==> config.mk <==
export PLATFORM = sky130hd
export DESIGN_NAME = slave_fifo_mux_writer
export DESIGN_NICKNAME = d
export VERILOG_FILES = /design/src/rtl/slave_fifo_mux_writer.sv
export SDC_FILE = /design/constraint.sdc
export NUM_CORES = 1
export LEC_CHECK = 0
export BUFFER_PORTS_ARGS = -buffer_cell sky130_fd_sc_hd__buf_2
export CELL_PAD_IN_SITES_DETAIL_PLACEMENT = 1
export CELL_PAD_IN_SITES_GLOBAL_PLACEMENT = 2
export CORE_MARGIN = 5
export CORE_UTILIZATION = 24
export CTS_CLUSTER_DIAMETER = 40
export DETAILED_ROUTE_END_ITERATION = 10
export HOLD_SLACK_MARGIN = 0.02
export PLACE_DENSITY_LB_ADDON = 0.1
export SLEW_MARGIN = 25
export SYNTH_ARGS = -nofsm -noshare
export SYNTH_HDL_FRONTEND = slang
export SYNTH_SLANG_ARGS = --single-unit
==> constraint.sdc <==
create_clock -name CLK -period 1.8 [get_ports CLK]
set_input_delay 0.27 -clock CLK [delete_from_list [all_inputs] [get_ports CLK]]
set_output_delay 0.27 -clock CLK [all_outputs]
set_load 0.02 [all_outputs]
==> src/rtl/slave_fifo_mux_writer.sv <==
// rtl/slave_fifo_mux_writer.sv - round-robin N-channel message writer into the FX2 slave FIFO
//
// Each granted message is sent as one packet: header {2'b10, ch, len}, then
// the data words, then PKTEND.
// Ports:
//   CLK, RST      ifclk and asynchronous active-high reset
//   ENABLE        allows new messages to start (an active packet always completes)
//   CH_GOT_MSG    per-channel "message ready"; CH_LEN / CH_Q are its length and FIFO head word
//   CH_RDRQ       per-channel FIFO advance (combinational)
//   CH_DONE       per-channel packet-committed pulse
//   FLAG_FULL     FX2 full flag, active low
//   FD_OUT/FD_OE  slave FIFO data bus and its tristate enable
//   SLWR/PKTEND   active-low write and packet-end strobes
//   SLOE/SLRD/FIFOADR  constant slave FIFO controls
module slave_fifo_mux_writer #(
  parameter int         N_CH    = 4,
  parameter logic [1:0] EP_ADDR = 2'b10,
  parameter int         LEN_W   = 10
) (
  input  logic                  CLK,
  input  logic                  RST,
  input  logic                  ENABLE,
  input  logic [N_CH-1:0]       CH_GOT_MSG,
  input  logic [N_CH*LEN_W-1:0] CH_LEN,
  input  logic [N_CH*16-1:0]    CH_Q,
  output logic [N_CH-1:0]       CH_RDRQ,
  output logic [N_CH-1:0]       CH_DONE,
  input  logic                  FLAG_FULL,
  output logic [15:0]           FD_OUT,
  output logic                  FD_OE,
  output logic                  SLWR,
  output logic                  PKTEND,
  output logic                  SLOE,
  output logic                  SLRD,
  output logic [1:0]            FIFOADR
);

  typedef enum logic [2:0] {IDLE, HDR, DATA, PKT, GAP} state_t;

  state_t            state, state_next;
  logic [3:0]        sel;
  logic [3:0]        last_grant;
  logic [LEN_W-1:0]  len;
  logic [LEN_W-1:0]  remaining;

  logic [3:0]        grant;
  logic [3:0]        grant_hi;
  logic [3:0]        grant_lo;
  logic              found_hi;
  logic [LEN_W-1:0]  len_grant;
  logic [15:0]       q_sel;

  assign SLOE    = 1'b1;
  assign SLRD    = 1'b1;
  assign FIFOADR = EP_ADDR;

  // Round robin: first requester strictly above last_grant, otherwise the
  // lowest requester overall (the wrap). Descending loops leave the lowest match.
  always_comb begin
    grant_hi = '0;
    grant_lo = '0;
    found_hi = 1'b0;
    for (int j = N_CH - 1; j >= 0; j--) begin
      if (CH_GOT_MSG[j]) begin
        grant_lo = 4'(j);
        if (4'(j) > last_grant) begin
          grant_hi = 4'(j);
          found_hi = 1'b1;
        end
      end
    end
    grant = found_hi ? grant_hi : grant_lo;
  end

  always_comb begin
    len_grant = '0;
    q_sel     = '0;
    for (int j = 0; j < N_CH; j++) begin
      if (grant == 4'(j)) len_grant = CH_LEN[j*LEN_W +: LEN_W];
      if (sel == 4'(j))   q_sel     = CH_Q[j*16 +: 16];
    end
  end

  // The FIFO advance must be combinational so the show-ahead head word moves
  // on the same edge that captures it into FD_OUT.
  always_comb begin
    CH_RDRQ = '0;
    if (state == DATA && FLAG_FULL) begin
      for (int j = 0; j < N_CH; j++) begin
        if (sel == 4'(j)) CH_RDRQ[j] = 1'b1;
      end
    end
  end

  always_ff @(posedge CLK or posedge RST) begin
    if (RST) state <= IDLE;
    else     state <= state_next;
  end

  always_comb begin
    state_next = state;
    case (state)
      IDLE: if (ENABLE && (|CH_GOT_MSG)) state_next = HDR;
      HDR:  if (FLAG_FULL) state_next = (len != '0) ? DATA : PKT;
      DATA: if (FLAG_FULL && remaining == LEN_W'(1)) state_next = PKT;
      PKT:  if (FLAG_FULL) state_next = GAP;
      GAP:  state_next = IDLE;
      default: state_next = IDLE;
    endcase
  end

  // Registered datapath. Strobes default inactive each cycle, so a full FIFO
  // simply produces no strobe while everything else holds.
  always_ff @(posedge CLK or posedge RST) begin
    if (RST) begin
      FD_OUT     <= '0;
      FD_OE      <= 1'b0;
      SLWR       <= 1'b1;
      PKTEND     <= 1'b1;
      CH_DONE    <= '0;
      sel        <= '0;
      len        <= '0;
      remaining  <= '0;
      last_grant <= 4'(N_CH - 1);
    end else begin
      SLWR    <= 1'b1;
      PKTEND  <= 1'b1;
      CH_DONE <= '0;
      case (state)
        IDLE: begin
          if (ENABLE && (|CH_GOT_MSG)) begin
            sel        <= grant;
            len        <= len_grant;
            last_grant <= grant;
            FD_OE      <= 1'b1;
          end
        end
        HDR: begin
          if (FLAG_FULL) begin
            FD_OUT    <= {2'b10, sel, len};
            SLWR      <= 1'b0;
            remaining <= len;
          end
        end
        DATA: begin
          if (FLAG_FULL) begin
            FD_OUT    <= q_sel;
            SLWR      <= 1'b0;
            remaining <= remaining - LEN_W'(1);
          end
        end
        PKT: begin
          if (FLAG_FULL) begin
            PKTEND <= 1'b0;
            for (int j = 0; j < N_CH; j++) begin
              if (sel == 4'(j)) CH_DONE[j] <= 1'b1;
            end
          end
        end
        GAP: FD_OE <= 1'b0;
        default: ;
      endcase
    end
  end

endmodule

# Yosys cells after proc, flatten, opt, wreduce, memory -nomap -nowiden
# Index checks and enable logic that the tools add are counted.
# word_totals
regBits	54
latchBits	0
mem_bits_rw	0
romBits	0
in_bits	112
out_inout_bits	31
mem_count	0
# op_classes
addsub	1
n_mul	0
div_mod_pow	0
order_cmp	4
eq_ne	16
shift	0
n_mux	53
bitwise	0
reduce_logical	15
# op_table
op	count
16-bit 2-to-1 mux	6
10-bit 2-to-1 mux	6
4-bit 2-to-1 mux	13
16-bit case mux with 2 select lines	1
10-bit case mux with 2 select lines	1
1-bit 2-to-1 mux	17
4-bit by 2-bit equality test with 1-bit output, second input constant	4
3-bit 2-to-1 mux	4
3-bit case mux with 4 select lines	1
10-bit by 1-bit equality test with 1-bit output, second input constant	1
10-bit nonzero test	1
10-bit by 1-bit subtractor with 10-bit output, second input constant	1
4-bit by 1-bit equality test with 1-bit output, second input constant	2
1-bit by 4-bit greater-than comparator with 1-bit output, first input constant	2
2-bit by 4-bit greater-than comparator with 1-bit output, first input constant	2
4-bit logical NOT	2
2-bit inequality test, second input constant	4
3-bit by 2-bit equality test with 1-bit output, second input constant	2
2-bit 2-to-1 mux	3
2-bit AND reduction	2
4-bit AND reduction	1
2-bit nonzero test	2
4-bit OR reduction	1
3-bit by 1-bit equality test with 1-bit output, second input constant	1
other kinds (7)	9

# Logic depth before layout (Yosys ltp)
# logic_depth
depth_word	15
depth_mapped	7
mapped_depth_nobuf	6

# Worst setup path after synthesis
# Ideal clock, no wire load.
# synth_path
path_kind	flip-flop to flip-flop
startpoint	register last_grant[0]
endpoint	register len[1]
t_arrival_ns	1.781
slack_ns	-0.063
stages_incl_launch_ff	7
n_path_buf	1
synth_period_minus_slack_ns	1.863
path_cell_list	dfstp_2 > nor2b_4 > o21a_4 > or3_1 > buf_6 > a221o_1 > a31oi_1
# synth_via
elab_chain_len	15
# synth_rtl
element	line	source
start, declared	42	logic [3:0] last_grant;
start signal, assigned	124	last_grant <= 4'(N_CH - 1);
start signal, assigned	134	last_grant <= grant;
2-bit by 4-bit greater-than comparator with 1-bit output	66	if (4'(j) > last_grant) begin
2-bit 2-to-1 mux or 1-bit 2-to-1 mux (tied branches)	66	
2-bit 2-to-1 mux or 1-bit 2-to-1 mux (tied branches)	64	if (CH_GOT_MSG[j]) begin
4-bit 2-to-1 mux or 1-bit 2-to-1 mux (tied branches)	66	
4-bit 2-to-1 mux or 1-bit 2-to-1 mux (tied branches)	64	
4-bit 2-to-1 mux or 1-bit 2-to-1 mux (tied branches)	66	
4-bit 2-to-1 mux or 1-bit 2-to-1 mux (tied branches)	64	
4-bit 2-to-1 mux or 1-bit 2-to-1 mux (tied branches)	66	
4-bit 2-to-1 mux or 1-bit 2-to-1 mux (tied branches)	64	
4-bit 2-to-1 mux (*)	72	grant = found_hi ? grant_hi : grant_lo;
4-bit logical NOT	79	if (grant == 4'(j)) len_grant = CH_LEN[j*LEN_W +: LEN_W];
10-bit 2-to-1 mux (3 in a row)	79	
10-bit 2-to-1 mux (*)	79	
end signal, assigned	133	len <= len_grant;
end, declared	43	logic [LEN_W-1:0] len;
# Every way passes the cells marked *; elsewhere a longest branch is shown, timed or not.
# A chain may end at the register's enable or synchronous reset.

# Final worst setup path
# layout_path
startpoint	register state[2]
endpoint	output CH_RDRQ[2]
# layout_via
elab_chain_len	3
# layout_rtl
element	line	source
start, declared	40	state_t state, state_next;
start signal, assigned	97	else state <= state_next;
3-bit by 2-bit equality test with 1-bit output	88	if (state == DATA && FLAG_FULL) begin
1-bit logical AND	88	
4-bit 2-to-1 mux	88	
end, declared	26	output logic [N_CH-1:0] CH_RDRQ,
# No other way between the ends.

==> Implementation_results.wiki <==
{| class="wikitable"
! Metric !! Value
|-
| Final number of hold-violating endpoints || 0
|-
| Instance count of the mapped netlist || 328
|-
| Worst slew margin relative to its limit || 58.6%
|-
| Wire length after detailed routing || 12200 um
|-
| Yosys reg bits || 50
|-
| Critical path start-end classification || flop to primary output
|-
| Kind of launch point of the worst setup path || flop
|-
| Clock latency of the later-clocked register in the worst-skew pair || 0.29 ns
|-
| Max IR drop VDD || 0.000596 V
|-
| Required arrival time at the worst endpoint || around 1.5 ns
|-
| First-pass detailed-route iteration total || 6
|-
| Count of antenna-violating nets left after detailed routing || 0
|-
| Buffer levels on the longest clock path || 2
|-
| Sequential cell area || 1260 um2
|-
| Worst Setup Slack, final || -0.0231 ns
|-
| Post-place instance area || 4320 um2
|-
| Fmax || 0.549 GHz
|-
| Fraction of the yosys area taken by sequential cells || 39.7%
|-
| Share of synthesized registers carrying an async set or reset || 100%
|-
| First-iteration detailed-routing DRC count || 125
|-
| Leading cell types in the layout, fill and taps excluded || sky130_fd_sc_hd__buf_2, sky130_fd_sc_hd__dfrtp_1, sky130_fd_sc_hd__buf_4, sky130_fd_sc_hd__nand2_1, sky130_fd_sc_hd__o21ai_0
|-
| Number of flops mapped to enable cells by yosys || 0
|-
| Number of distinct library cells after synthesis || 53
|-
| Min-delay src || CH_LEN[0]
|-
| Slew @ Worst Pin || 0.616 ns
|-
| Leading cell type in the layout, fill and taps excluded || sky130_fd_sc_hd__buf_2
|-
| Initial Utilization || around 24%
|-
| First-pass GRT wire length || 19700 um
|-
| Clk_skew || 0.00557 ns
|-
| Unrepaired setup endpoints after global routing || yes
|-
| Area of the core region || 13100 um2
|-
| Path depth of the worst reg2reg path || 6
|-
| Leftover overflow at the end of global routing || 0
|-
| Number of global-route vias before repair || 3650
|-
| Clock root cell || sky130_fd_sc_hd__clkbuf_16
|-
| Met3 wirelength from detailed routing || 580 um
|-
| Crit path capture type || primary output
|-
| Die footprint || 15600 um2
|-
| Placement Rows || 42
|-
| Share of the cycle needed by the critical path after routing || 101%
|-
| Layout cells sized above 1 || 51.9%
|-
| Maximum fanout along the worst path || 5
|-
| Number of top-level design ports || approximately 140
|-
| Period minus WS final || 1.82 ns
|-
| Die width || between 100 and 150 um
|-
| Multi-input gate area in the final layout || 1920 um2
|-
| Core occupancy in the finished layout || 36.4%
|-
| Sum of negative setup slack || -0.0498 ns
|-
| Startpoint of the worst register-to-register path || last_grant[0]
|-
| Antenna diode count || 0
|-
| Clock transition at path regs || approximately 0.070 ns
|-
| # nets final || between 600 and 700
|-
| Synth Flop Type || sky130_fd_sc_hd__dfrtp_1
|-
| Clock net sink count || 50
|-
| Final Cell Area || 4760 um2
|-
| TritonCTS Buffers || 5
|-
| CP startpoint || state[2]
|-
| Worst EP arrival || roughly 1.6 ns
|-
| Max-cap violations || 0
|-
| Die H || 125 um
|-
| Largest net degree at the start of global routing || 46
|-
| End of the worst register-to-register path || len[8]
|-
| Number of antenna violations at the first check in global routing || 1
|-
| Number of vias per cell after detailed routing || roughly 4.7
|-
| Worst hold stages || 3
|-
| Yosys warns || 0
|-
| Reg-to-reg slack, setup || roughly 0.02 ns
|-
| Final Max Tran Viols || 0
|-
| Number of buffer cells added on primary ports || 138
|-
| Overall fraction of global-route tracks in use || 15.6%
|-
| Result of the run || finished with violations
|-
| Violated checks || negative setup slack
|-
| Top layer reached by signal wires || met5
|-
| Average wire per cell in the routed design || 18.1 um
|-
| Routed vias || around 3.2k
|-
| Area growth from synthesis to layout || 50.3%
|-
| Class of the most critical hold timing path || primary input to flop
|-
| Power Density || 1610 nW/um2
|-
| Clock tree from TritonCTS || built
|-
| Final estimated routing congestion in global placement || 0.838
|-
| Wire length the detailed router placed on met1 || between 5000 and 6000 um
|-
| Post-synth design cell area || 3170 um2
|-
| Residual DRC || 0
|-
| Setup-violating endpoint count in the final report || 4
|-
| Synthesized area per cell || between 9 and 10 um2
|-
| DP Wirelength || 9710 um
|-
| Tightest hold margin || 0.274 ns
|-
| Detailed route wirelength on metal2 || 6130 um
|-
| Number of H-tree levels || 2
|-
| Min-Delay Endpoint || len[0]
|-
| Fill cell count || approximately 1.5k
|-
| Lkg Pwr || 0.00219 uW
|}
-- per-stage QoR --
step / std cells / setup slack [ns] / power [uW]
global route: 675 / -0.111 / 8290
finish: 675 / -0.0231 / 7650
detailed placement: 657 / -0.0745 / 6220
floorplan: 330 / -0.0157 / 4570
global placement: 657 / -0.0391 / 6160
CTS: 671 / -0.0370 / 7520
-- registers in the layout, summed over array words and instances (netlist names) --
| register | flops |
|---|---|
| CH_DONE | 4 |
| FD_OE | 1 |
| FD_OUT | 16 |
| PKTEND | 1 |
| SLWR | 1 |
| last_grant | 2 |
| len | 10 |
| remaining | 10 |
| sel | 2 |
| state | 3 |
-- final cells by class --
class                   count  share of cell area, %
repair buffers            188                   24.5
clock inverters             3                  0.841
well taps                 176                   4.62
multi-input cells         244                   40.3
clock buffers               5                   2.63
flip-flops and latches     50                   26.4
inverters                   9                  0.709
-- timing repair --
| action | CTS | global route |
|---|---|---|
| setup endpoints to repair | 17 | 24 |
| pin swaps | 5 | 21 |
| hold endpoints to repair | 14 | 0 |
| gates cloned | 0 | 0 |
| gates resized for setup | 17 | 35 |
| buffers inserted | 5 | 4 |
| hold buffers | 1 | 0 |
-- cell families (layout without fill, tap and decap cells) --
kind of cell,Yosys count,after routing,share of synthesized area [%]
and+or+nand+nor,102,102,15.8
AOI/OAI and AO/OA,101,101,20.7
DFF,50,50,39.7
buffers and inverters,36,205,5.92
muxes,33,33,16.4
adders and majority gates,2,2,0.790
other,2,4,0.237
xor gates and xnor gates,2,2,0.553
-- cells in the mapped netlist, types with 3 or more instances --
library cell,count,area share (%)
sky130_fd_sc_hd__a32o_1,3,0.95
sky130_fd_sc_hd__nand2_1,35,4.1
sky130_fd_sc_hd__o22ai_1,6,1.2
sky130_fd_sc_hd__dfrtp_1,46,36
sky130_fd_sc_hd__nor4b_1,3,0.83
sky130_fd_sc_hd__buf_4,6,1.4
sky130_fd_sc_hd__o221ai_1,3,0.83
sky130_fd_sc_hd__dfstp_2,4,3.3
sky130_fd_sc_hd__nor2_1,24,2.8
sky130_fd_sc_hd__nor4_1,6,1.2
sky130_fd_sc_hd__inv_1,9,1.1
sky130_fd_sc_hd__clkbuf_1,13,1.5
sky130_fd_sc_hd__buf_2,3,0.47
sky130_fd_sc_hd__buf_6,3,1.1
sky130_fd_sc_hd__o21ai_0,35,5.5
sky130_fd_sc_hd__nor3_1,10,1.6
sky130_fd_sc_hd__a211oi_1,13,3.1
sky130_fd_sc_hd__nor2b_1,4,0.79
sky130_fd_sc_hd__a22oi_1,3,0.71
sky130_fd_sc_hd__nand3_1,4,0.63
sky130_fd_sc_hd__mux2i_1,18,5.7
sky130_fd_sc_hd__mux4_2,15,11
sky130_fd_sc_hd__a31oi_1,4,0.79
sky130_fd_sc_hd__nand2b_1,6,1.2
sky130_fd_sc_hd__a21oi_1,18,2.8
-- worst max-delay path, stage by stage, from the launching register on --
cell                      delay [ns]
sky130_fd_sc_hd__dfrtp_1        0.41
sky130_fd_sc_hd__buf_6          0.13
sky130_fd_sc_hd__nor3b_4        0.28
sky130_fd_sc_hd__nand2_2        0.15
sky130_fd_sc_hd__nor2_1         0.12
sky130_fd_sc_hd__buf_4          0.15
-- power breakdown --
| part | internal [uW] | total (uW) | switching (uW) |
|---|---|---|---|
| clock | 652 | 1090 | 442 |
| combinational | 2080 | 4420 | 2350 |
| sequential | 1640 | 2130 | 492 |
-- worst max-delay path by stage --
stage	depth (start not counted)	to
CTS	5	CH_RDRQ[0]
global route	5	CH_RDRQ[1]
floorplan	6	len[1]
global placement	6	len[0]
detailed placement	7	len[5]
finish	5	CH_RDRQ[2]
-- metal layers --
metal	GRT usage (%)	vias to the layer above
li1	-	1557
met1	20.0	1564
met2	27.2	70
met3	3.86	11
met4	2.55	2
met5	0	-
(Power assumes the default switching activity.)
